### src/rtl/execute_ctrl.sv
// execute_ctrl: multi-cycle Execute sequencer (IDLE/EXEC/DONE); define EXEC_CTRL_VARSHIFT_EN to make SLLV/SRLV/SRAV legal
module execute_ctrl #(
  parameter int W  = 32,
  parameter int RW = 5
) (
  input  logic          clk,
  input  logic          reset,
  input  logic          in_valid,
  output logic          in_ready,
  input  logic [5:0]    opcode,
  input  logic [5:0]    funct,
  input  logic [4:0]    shamt_in,
  input  logic [15:0]   imm16,
  input  logic [W-1:0]  rs_data,
  input  logic [W-1:0]  rt_data,
  input  logic [RW-1:0] rt_addr,
  input  logic [RW-1:0] rd_addr,
  output logic [W-1:0]  data_A,
  output logic [W-1:0]  data_B,
  output logic [W-1:0]  SignExtImm,
  output logic [4:0]    shamt,
  output logic [1:0]    mux_1_flag,
  output logic [3:0]    Alu_function,
  input  logic [W-1:0]  ALU,
  output logic          out_valid,
  input  logic          out_ready,
  output logic [W-1:0]  out_result,
  output logic [RW-1:0] out_rd,
  output logic          illegal
);
  typedef enum logic [1:0] {IDLE, EXEC, DONE} state_t;
  state_t state_q, state_d;
  logic in_ready_q, in_ready_d, out_valid_q, out_valid_d, illegal_q, illegal_d;
  logic [W-1:0] data_a_q, data_a_d, data_b_q, data_b_d, imm_q, imm_d, result_q, result_d;
  logic [4:0] sh_q, sh_d;
  logic [1:0] mux_q, mux_d;
  logic [3:0] fn_q, fn_d;
  logic [RW-1:0] rd_q, rd_d;
  logic legal, ld_b, ld_imm, ld_sh, use_rd;
  logic [1:0] mux, a_sel;
  logic [3:0] fn;
  logic [W-1:0] imm_v;
  logic [4:0] sh_v;
  always_comb begin
    legal = 1'b1;
    fn = 4'd0;
    mux = 2'd0;
    a_sel = 2'd0;
    ld_b = 1'b0;
    ld_imm = 1'b0;
    ld_sh = 1'b0;
    use_rd = 1'b0;
    imm_v = {{(W-16){imm16[15]}}, imm16};
    sh_v = shamt_in;
    if (opcode == 6'h00) begin
      use_rd = 1'b1;
      ld_b = 1'b1;
      case (funct)
        6'h20, 6'h21: fn = 4'd0;
        6'h22, 6'h23: fn = 4'd1;
        6'h24: fn = 4'd2;
        6'h25: fn = 4'd3;
        6'h26: fn = 4'd4;
        6'h27: fn = 4'd5;
        6'h2A: fn = 4'd6;
        6'h00, 6'h02, 6'h03: begin
          fn = (funct == 6'h00) ? 4'd7 : (funct == 6'h02) ? 4'd8 : 4'd9;
          mux = 2'd2;
          a_sel = 2'd1;
          ld_b = 1'b0;
          ld_sh = 1'b1;
        end
`ifdef EXEC_CTRL_VARSHIFT_EN
        6'h04, 6'h06, 6'h07: begin
          fn = (funct == 6'h04) ? 4'd7 : (funct == 6'h06) ? 4'd8 : 4'd9;
          mux = 2'd2;
          a_sel = 2'd1;
          ld_b = 1'b0;
          ld_sh = 1'b1;
          sh_v = rs_data[4:0];
        end
`endif
        default: legal = 1'b0;
      endcase
    end else begin
      mux = 2'd1;
      ld_imm = 1'b1;
      case (opcode)
        6'h08, 6'h09: fn = 4'd0;
        6'h0A: fn = 4'd6;
        6'h0C, 6'h0D, 6'h0E: begin
          fn = (opcode == 6'h0C) ? 4'd2 : (opcode == 6'h0D) ? 4'd3 : 4'd4;
          imm_v = {{(W-16){1'b0}}, imm16};
        end
        6'h0F: begin
          fn = 4'd3;
          a_sel = 2'd2;
          imm_v = {imm16, {(W-16){1'b0}}};
        end
        default: legal = 1'b0;
      endcase
    end
  end
  always_comb begin
    state_d = state_q;
    out_valid_d = out_valid_q;
    illegal_d = illegal_q;
    data_a_d = data_a_q;
    data_b_d = data_b_q;
    imm_d = imm_q;
    sh_d = sh_q;
    mux_d = mux_q;
    fn_d = fn_q;
    result_d = result_q;
    rd_d = rd_q;
    if (state_q == IDLE && in_ready_q && in_valid) begin
      if (legal) begin
        state_d = EXEC;
        data_a_d = (a_sel == 2'd2) ? '0 : a_sel[0] ? rt_data : rs_data;
        data_b_d = ld_b ? rt_data : data_b_q;
        imm_d = ld_imm ? imm_v : imm_q;
        sh_d = ld_sh ? sh_v : sh_q;
        mux_d = mux;
        fn_d = fn;
        rd_d = use_rd ? rd_addr : rt_addr;
      end else begin
        state_d = DONE;
        out_valid_d = 1'b1;
        illegal_d = 1'b1;
        result_d = '0;
        rd_d = '0;
      end
    end else if (state_q == EXEC) begin
      state_d = DONE;
      out_valid_d = 1'b1;
      result_d = ALU;
    end else if (state_q == DONE && out_ready) begin
      state_d = IDLE;
      out_valid_d = 1'b0;
      illegal_d = 1'b0;
    end
    in_ready_d = (state_d == IDLE);
  end
  always_ff @(posedge clk) begin
    if (reset) begin
      state_q <= IDLE;
      in_ready_q <= 1'b0;
      out_valid_q <= 1'b0;
      illegal_q <= 1'b0;
      data_a_q <= '0;
      data_b_q <= '0;
      imm_q <= '0;
      sh_q <= '0;
      mux_q <= '0;
      fn_q <= '0;
      result_q <= '0;
      rd_q <= '0;
    end else begin
      state_q <= state_d;
      in_ready_q <= in_ready_d;
      out_valid_q <= out_valid_d;
      illegal_q <= illegal_d;
      data_a_q <= data_a_d;
      data_b_q <= data_b_d;
      imm_q <= imm_d;
      sh_q <= sh_d;
      mux_q <= mux_d;
      fn_q <= fn_d;
      result_q <= result_d;
      rd_q <= rd_d;
    end
  end
  assign in_ready = in_ready_q;
  assign out_valid = out_valid_q;
  assign illegal = illegal_q;
  assign data_A = data_a_q;
  assign data_B = data_b_q;
  assign SignExtImm = imm_q;
  assign shamt = sh_q;
  assign mux_1_flag = mux_q;
  assign Alu_function = fn_q;
  assign out_result = result_q;
  assign out_rd = rd_q;
endmodule
### config.mk
export PLATFORM = sky130hd
export DESIGN_NAME = execute_ctrl
export DESIGN_NICKNAME = d
export VERILOG_FILES = /design/src/rtl/execute_ctrl.sv
export SDC_FILE = /design/constraint.sdc
export NUM_CORES = 1
export LEC_CHECK = 0
export CAP_MARGIN = 0
export CORE_ASPECT_RATIO = 0.6
export CORE_UTILIZATION = 44
export CTS_BUF_LIST = sky130_fd_sc_hd__clkbuf_16
export CTS_CLUSTER_SIZE = 10
export DETAILED_ROUTE_END_ITERATION = 8
export GPL_TIMING_DRIVEN = 0
export PLACE_DENSITY = 0.89
export SLEW_MARGIN = 20
export SYNTH_ARGS = -nofsm -noshare
export SYNTH_HDL_FRONTEND = slang
export SYNTH_SLANG_ARGS = --single-unit
### constraint.sdc
create_clock -name clk -period 6.1 [get_ports clk]
set_input_delay 0.915 -clock clk [delete_from_list [all_inputs] [get_ports clk]]
set_output_delay 0.915 -clock clk [all_outputs]
set_load 0.01 [all_outputs]
# == Word-level counts from Yosys, hierarchy flattened ==
# Index checks and enable logic that the tools add are counted.
# word_totals
ff_bits,149
in_bits,143
out_inout_bits,147
wordCells,96
# op_classes
n_eq_ne,23
n_mux,38
n_bitwise,1
reduce_logical,22
# ops
operator,count
2-to-1 mux 32 bit,5
one-hot mux 32 bit (2 select lines),1
"equality test 6 bit, second input constant",9
"equality test 6 x 4 -> 1 bit, second input constant",7
one-hot mux 4 bit (7 select lines),1
2-to-1 mux 1 bit,16
2-to-1 mux 2 bit,8
"equality test 6 x 2 -> 1 bit, second input constant",2
zero test 6 bit,2
AND reduction 3 bit,4
OR reduction 12 bit,1
2-to-1 mux 5 bit,2
one-hot mux 3 bit (3 select lines),1
2-to-1 mux 4 bit,2
OR reduction 7 bit,1
2-to-1 mux 3 bit,2
AND reduction 2 bit,3
OR reduction 3 bit,2
"equality test 2 bit, second input constant",2
zero test 2 bit,2
"!= test 2 bit, second input constant",2
nonzero test 2 bit,2
logical AND 1 bit,3
nonzero test 3 bit,1
other kinds (3),3

# == Logic depth before layout (Yosys ltp) ==
# logic_depth
ltp_word,7
ltp_mapped,9
ltp_nobuf,5

# == Least setup slack after synthesis ==
# No wires, ideal clock.
# synth_timing
kind,input port to flip-flop
startpoint,input port funct[2]
endpoint,"register data_a_q[10], in the netlist data_A[10]"
setup_time_ns,0.070
arrival_ns,2.703
required_time_ns,6.030
setup_slack_ns,3.327
path_stages,8
path_buffers,3
cell_sequence,clkbuf_2 or4_1 nand4bb_1 buf_2 buf_2 mux2i_1 or3_1 a21oi_1
# synth_via
elab_chain_cells,6
elab_cells_between_ends,22
cone_classes,12 x eq/ne; 6 x mux; 4 x reduce/logical
# synth_rtl
element,line_no,source
from (decl),11,"input logic [5:0] funct,"
equality test 6 x 2 -> 1 bit or zero test 6 bit (tied branches),58,case (funct)
OR reduction 3 bit,58,
2-to-1 mux 1 bit,58,
2-to-1 mux 2 bit,55,if (opcode == 6'h00) begin
equality test 2 bit or 2-to-1 mux 32 bit (tied branches),119,data_a_d = (a_sel == 2'd2) ? '0 : a_sel[0] ? rt_data : rs_data;
2-to-1 mux 32 bit,119,
to (signal assigned),163,data_a_q <= data_a_d;
to (decl),34,"logic [W-1:0] data_a_q, data_a_d, data_b_q, data_b_d, imm_q, imm_d, result_q, result_d;"
# Several ways; a longest one is shown, not always the timed one.
# A chain may end at the register's enable or synchronous reset.

# == Worst setup path after layout ==
# layout_timing
startpoint,input port opcode[5]
endpoint,"register imm_q[19], in the netlist SignExtImm[19]"
# layout_via
elab_chain_cells,5
elab_cells_between_ends,15
cone_classes,7 x eq/ne; 3 x mux; 1 x bitwise; 4 x reduce/logical
# layout_rtl
element,line_no,source
from (decl),10,"input logic [5:0] opcode,"
equality test 6 x 4 -> 1 bit,88,case (opcode)
OR reduction 7 bit (no source line),-,
2-to-1 mux 1 bit,88,
2-to-1 mux 1 bit,55,
AND reduction 3 bit (no source line),-,
to (signal assigned),165,imm_q <= imm_d;
to (decl),34,
# Several ways; a longest one is shown, not always the timed one.

==> impl_results.md <==
* First-pass GRT wire length at 32,300 µm
* Initial Util at 0.463
* Max Cap Viol at 0
* Ys flop type: dfxtp_1
* Period Utilization, post-route at 0.556
* Sw Pwr at 0.524 mW
* DRT Wirelength at 20,700 µm
* Synthesis Warnings at 0
* Drc violations at 0
* Outcome: completed
* I/O pins at 290
* Crit-path max FO at 10
* Post-CTS Hold Buffers at 0
* Pre-CTS setup slack at around 2.3 ns
* Top-count cell post-synth: nand2_1
* Post-synthesis sequential area ratio at 0.489
* Placed cells at 1,198
* Beginning of the critical path: opcode[5]
* Final setup violation count at 0
* Synth area leader: dfxtp_1
* Post-Syn Area per Cell at just over 8 µm²
* TritonCTS clock tree: done
* Synthesized flop and latch total at 149
* CP Capture Type: flip-flop
* HP Class: flip-flop to flip-flop
* Number of synthesized flops with an enable pin at 0
* Vias in the first global route at 6,166
* Hold path start: data_A[24]
* Largest net degree at the start of global routing at 17
* Area Overhead vs Synth at 59.7%
* Pwr Density at 230 nW/µm²
* Total track usage at 0.291
* Worst Path Required at ~6.4 ns
* Syn_nets at 886
* Via Count at 6,418
* Post-synth top area share at 0.489
* Non-Filler Instances at 1,230
* Cts bufs inserted at 17
* Post-Syn Instances at around 740
* Die height at between 90 and 100 µm
* Share of layout cells above drive strength 1 at 0.0547
* Final Worst Setup Slack at 2.71 ns
* HPWL after DPL at 16,000 µm
* LEAKAGE at 3.47 nW
* Async S/R FF share, synth at 0
* Synth Area in Compound Gates at 0.152
* Dominant cells by area after synthesis: dfxtp_1, nand2_1, a21oi_1, mux2i_1, or3_1
* FMAX at 295 MHz
* Int Power at roughly 1.7 mW
* Post-layout nets at between 1,000 and 1,500
* Peak supply drop at around 0.19 mV
* Final Util at 0.740
* Port-buffer cells at 285
* Reg-to-reg startpoint: state_q[1]
* Nature of the critical path startpoint: input pin
* Worst-margin pin slew at 0.848 ns
* Xor/xnor share of the synthesized area at 0.00144
* DR pass1 iterations at 5
* Slew Viols, Final at 0
* Grt ovf at 0
* Synth unique cells at 46
* Setup CP Type: input pin to flip-flop
* Post-CTS setup buffers at 0
* Final GP Congestion at 0.887
* Core area at 13,200 µm²
* N_diodes at 0
* Clk network pwr share at 0.458
* Seq pwr share at 0.443
* Max Buffers Root-to-Sink at 2
* H-tree levels at 4
* Initial antenna violation count at 0
* Combinational share of power at 0.099
* Post-DR vias/cell at ~5.2
* 1st-iter DRT viols at 501
* Tmin final at about 3.4 ns
* Mapped cell area at about 6100 µm²
* Setup TNS at 0 ns
* Worst Skew at 0.0117 ns
* PostCTS Resize Cnt at 0
* RSZ-0062 raised after global routing: no
* Relative slew slack at 0.430
* Post-synthesis mux area share at 0.0708
* Root Buffer: clkbuf_16
* Largest family of logic cells by synthesized area: simple AND/OR/NAND/NOR gates
* Post-synth top cells: nand2_1, dfxtp_1, a21oi_1
* Switching Fraction at 0.234
* Die width at around 150 µm
* Row cnt at 32
* CP arrival at ~3.7 ns
* Clk slew on worst S/H paths at 0.06 ns
* Final ANT Viol Nets at 0
* Worst skew pair latency at 0.41 ns
* Post-synthesis simple-gate area fraction at 0.235
* Die ar. at 14,400 µm²
* Clock Sinks at 149
* Post-Synth Adder-Cell Area at 0
* Hold Vio Cnt, Final at 0
* Wire per inst at between 15 and 20 µm
registers in the layout, indices dropped and copies added, names as in the netlist, 2 cells and up:
name and cells:
Alu_function 4, state_q 2, data_A 32, out_rd 5
data_B 32, mux_1_flag 2, SignExtImm 32, shamt 5
out_result 32
metal layers:
metal	share of wire	track usage
met1	0.44	0.365
met2	0.46	0.481
met3	0.085	0.0894
met4	0.019	0.0925
met5	0	0
metrics by stage:
stage	hold WS [ns]	area, µm²	power (mW)
5_1_grt	0.459	9740	2.31
6_report	0.448	9740	2.24
4_1_cts	0.451	9740	2.25
2_1_floorplan	0.476	6100	1.09
3_3_place_gp	0.438	9170	1.23
3_5_place_dp	0.442	9170	1.23
placed cells by master (no fill, tap or decap), types with 3 or more instances in the layout:
cell	netlist	layout
inv_6	0	4
nor3_1	22	22
nor2b_1	4	4
and2_1	3	3
nand3_1	18	18
mux2i_1	42	42
clkinv_2	0	4
a21oi_1	123	123
inv_1	5	5
clkbuf_1	42	42
buf_6	4	4
clkbuf_16	0	17
o21ai_0	4	4
nand2b_1	4	4
buf_2	15	15
a221oi_1	3	3
clkdlybuf4s50_1	0	285
a2bb2oi_1	5	5
a211oi_1	16	16
or3_1	35	35
nand2_1	182	182
dfxtp_1	149	149
nor2_1	34	34
cell type report:
type,count,area [µm²]
Multi-Input combinational cell,525,2800
Buffer,64,294
Clock inverter,15,151
Clock buffer,17,425
Sequential cell,149,2980
Timing Repair Buffer,285,2850
Tap cell,170,213
Inverter,5,18.8
Fill cell,981,3430
critical path, cell delays in order:
cell	delay, ns
clkdlybuf4s50_1	0.43
nor2_1	0.33
nand2_1	0.14
nor2_1	0.31
clkbuf_1	0.33
clkbuf_1	0.51
clkbuf_1	0.43
a211oi_1	0.16
nor3_1	0.15
path summary, 6_finish.rpt:
check / endpoint / depth (start not counted) / slack [ns]
max: SignExtImm[19] / 9 / 2.71
min: data_A[24] / 2 / 0.45
max reg2reg: SignExtImm[8] / 7 / 3.43
min reg2reg: data_A[24] / 2 / 0.45
logic make-up (layout without fill, tap and decap cells):
family / after synthesis / after routing
AOI/OAI and AO/OA: 163 / 163
xor gates and xnor gates: 1 / 1
buffers and inverters: 69 / 386
DFF: 149 / 149
muxes: 43 / 43
and+or+nand+nor: 318 / 318
power groups by stage:
stage | logic [mW] | registers, mW | clock network [mW]
final | 0.222 | 0.993 | 1.03
after global routing | 0.239 | 0.994 | 1.08
after CTS | 0.221 | 0.993 | 1.04
after floorplan | 0.0690 | 1.02 | 0
after global placement | 0.217 | 1.01 | 0
after detailed placement | 0.220 | 1.01 | 0
Power figures use the tool's default switching activity.
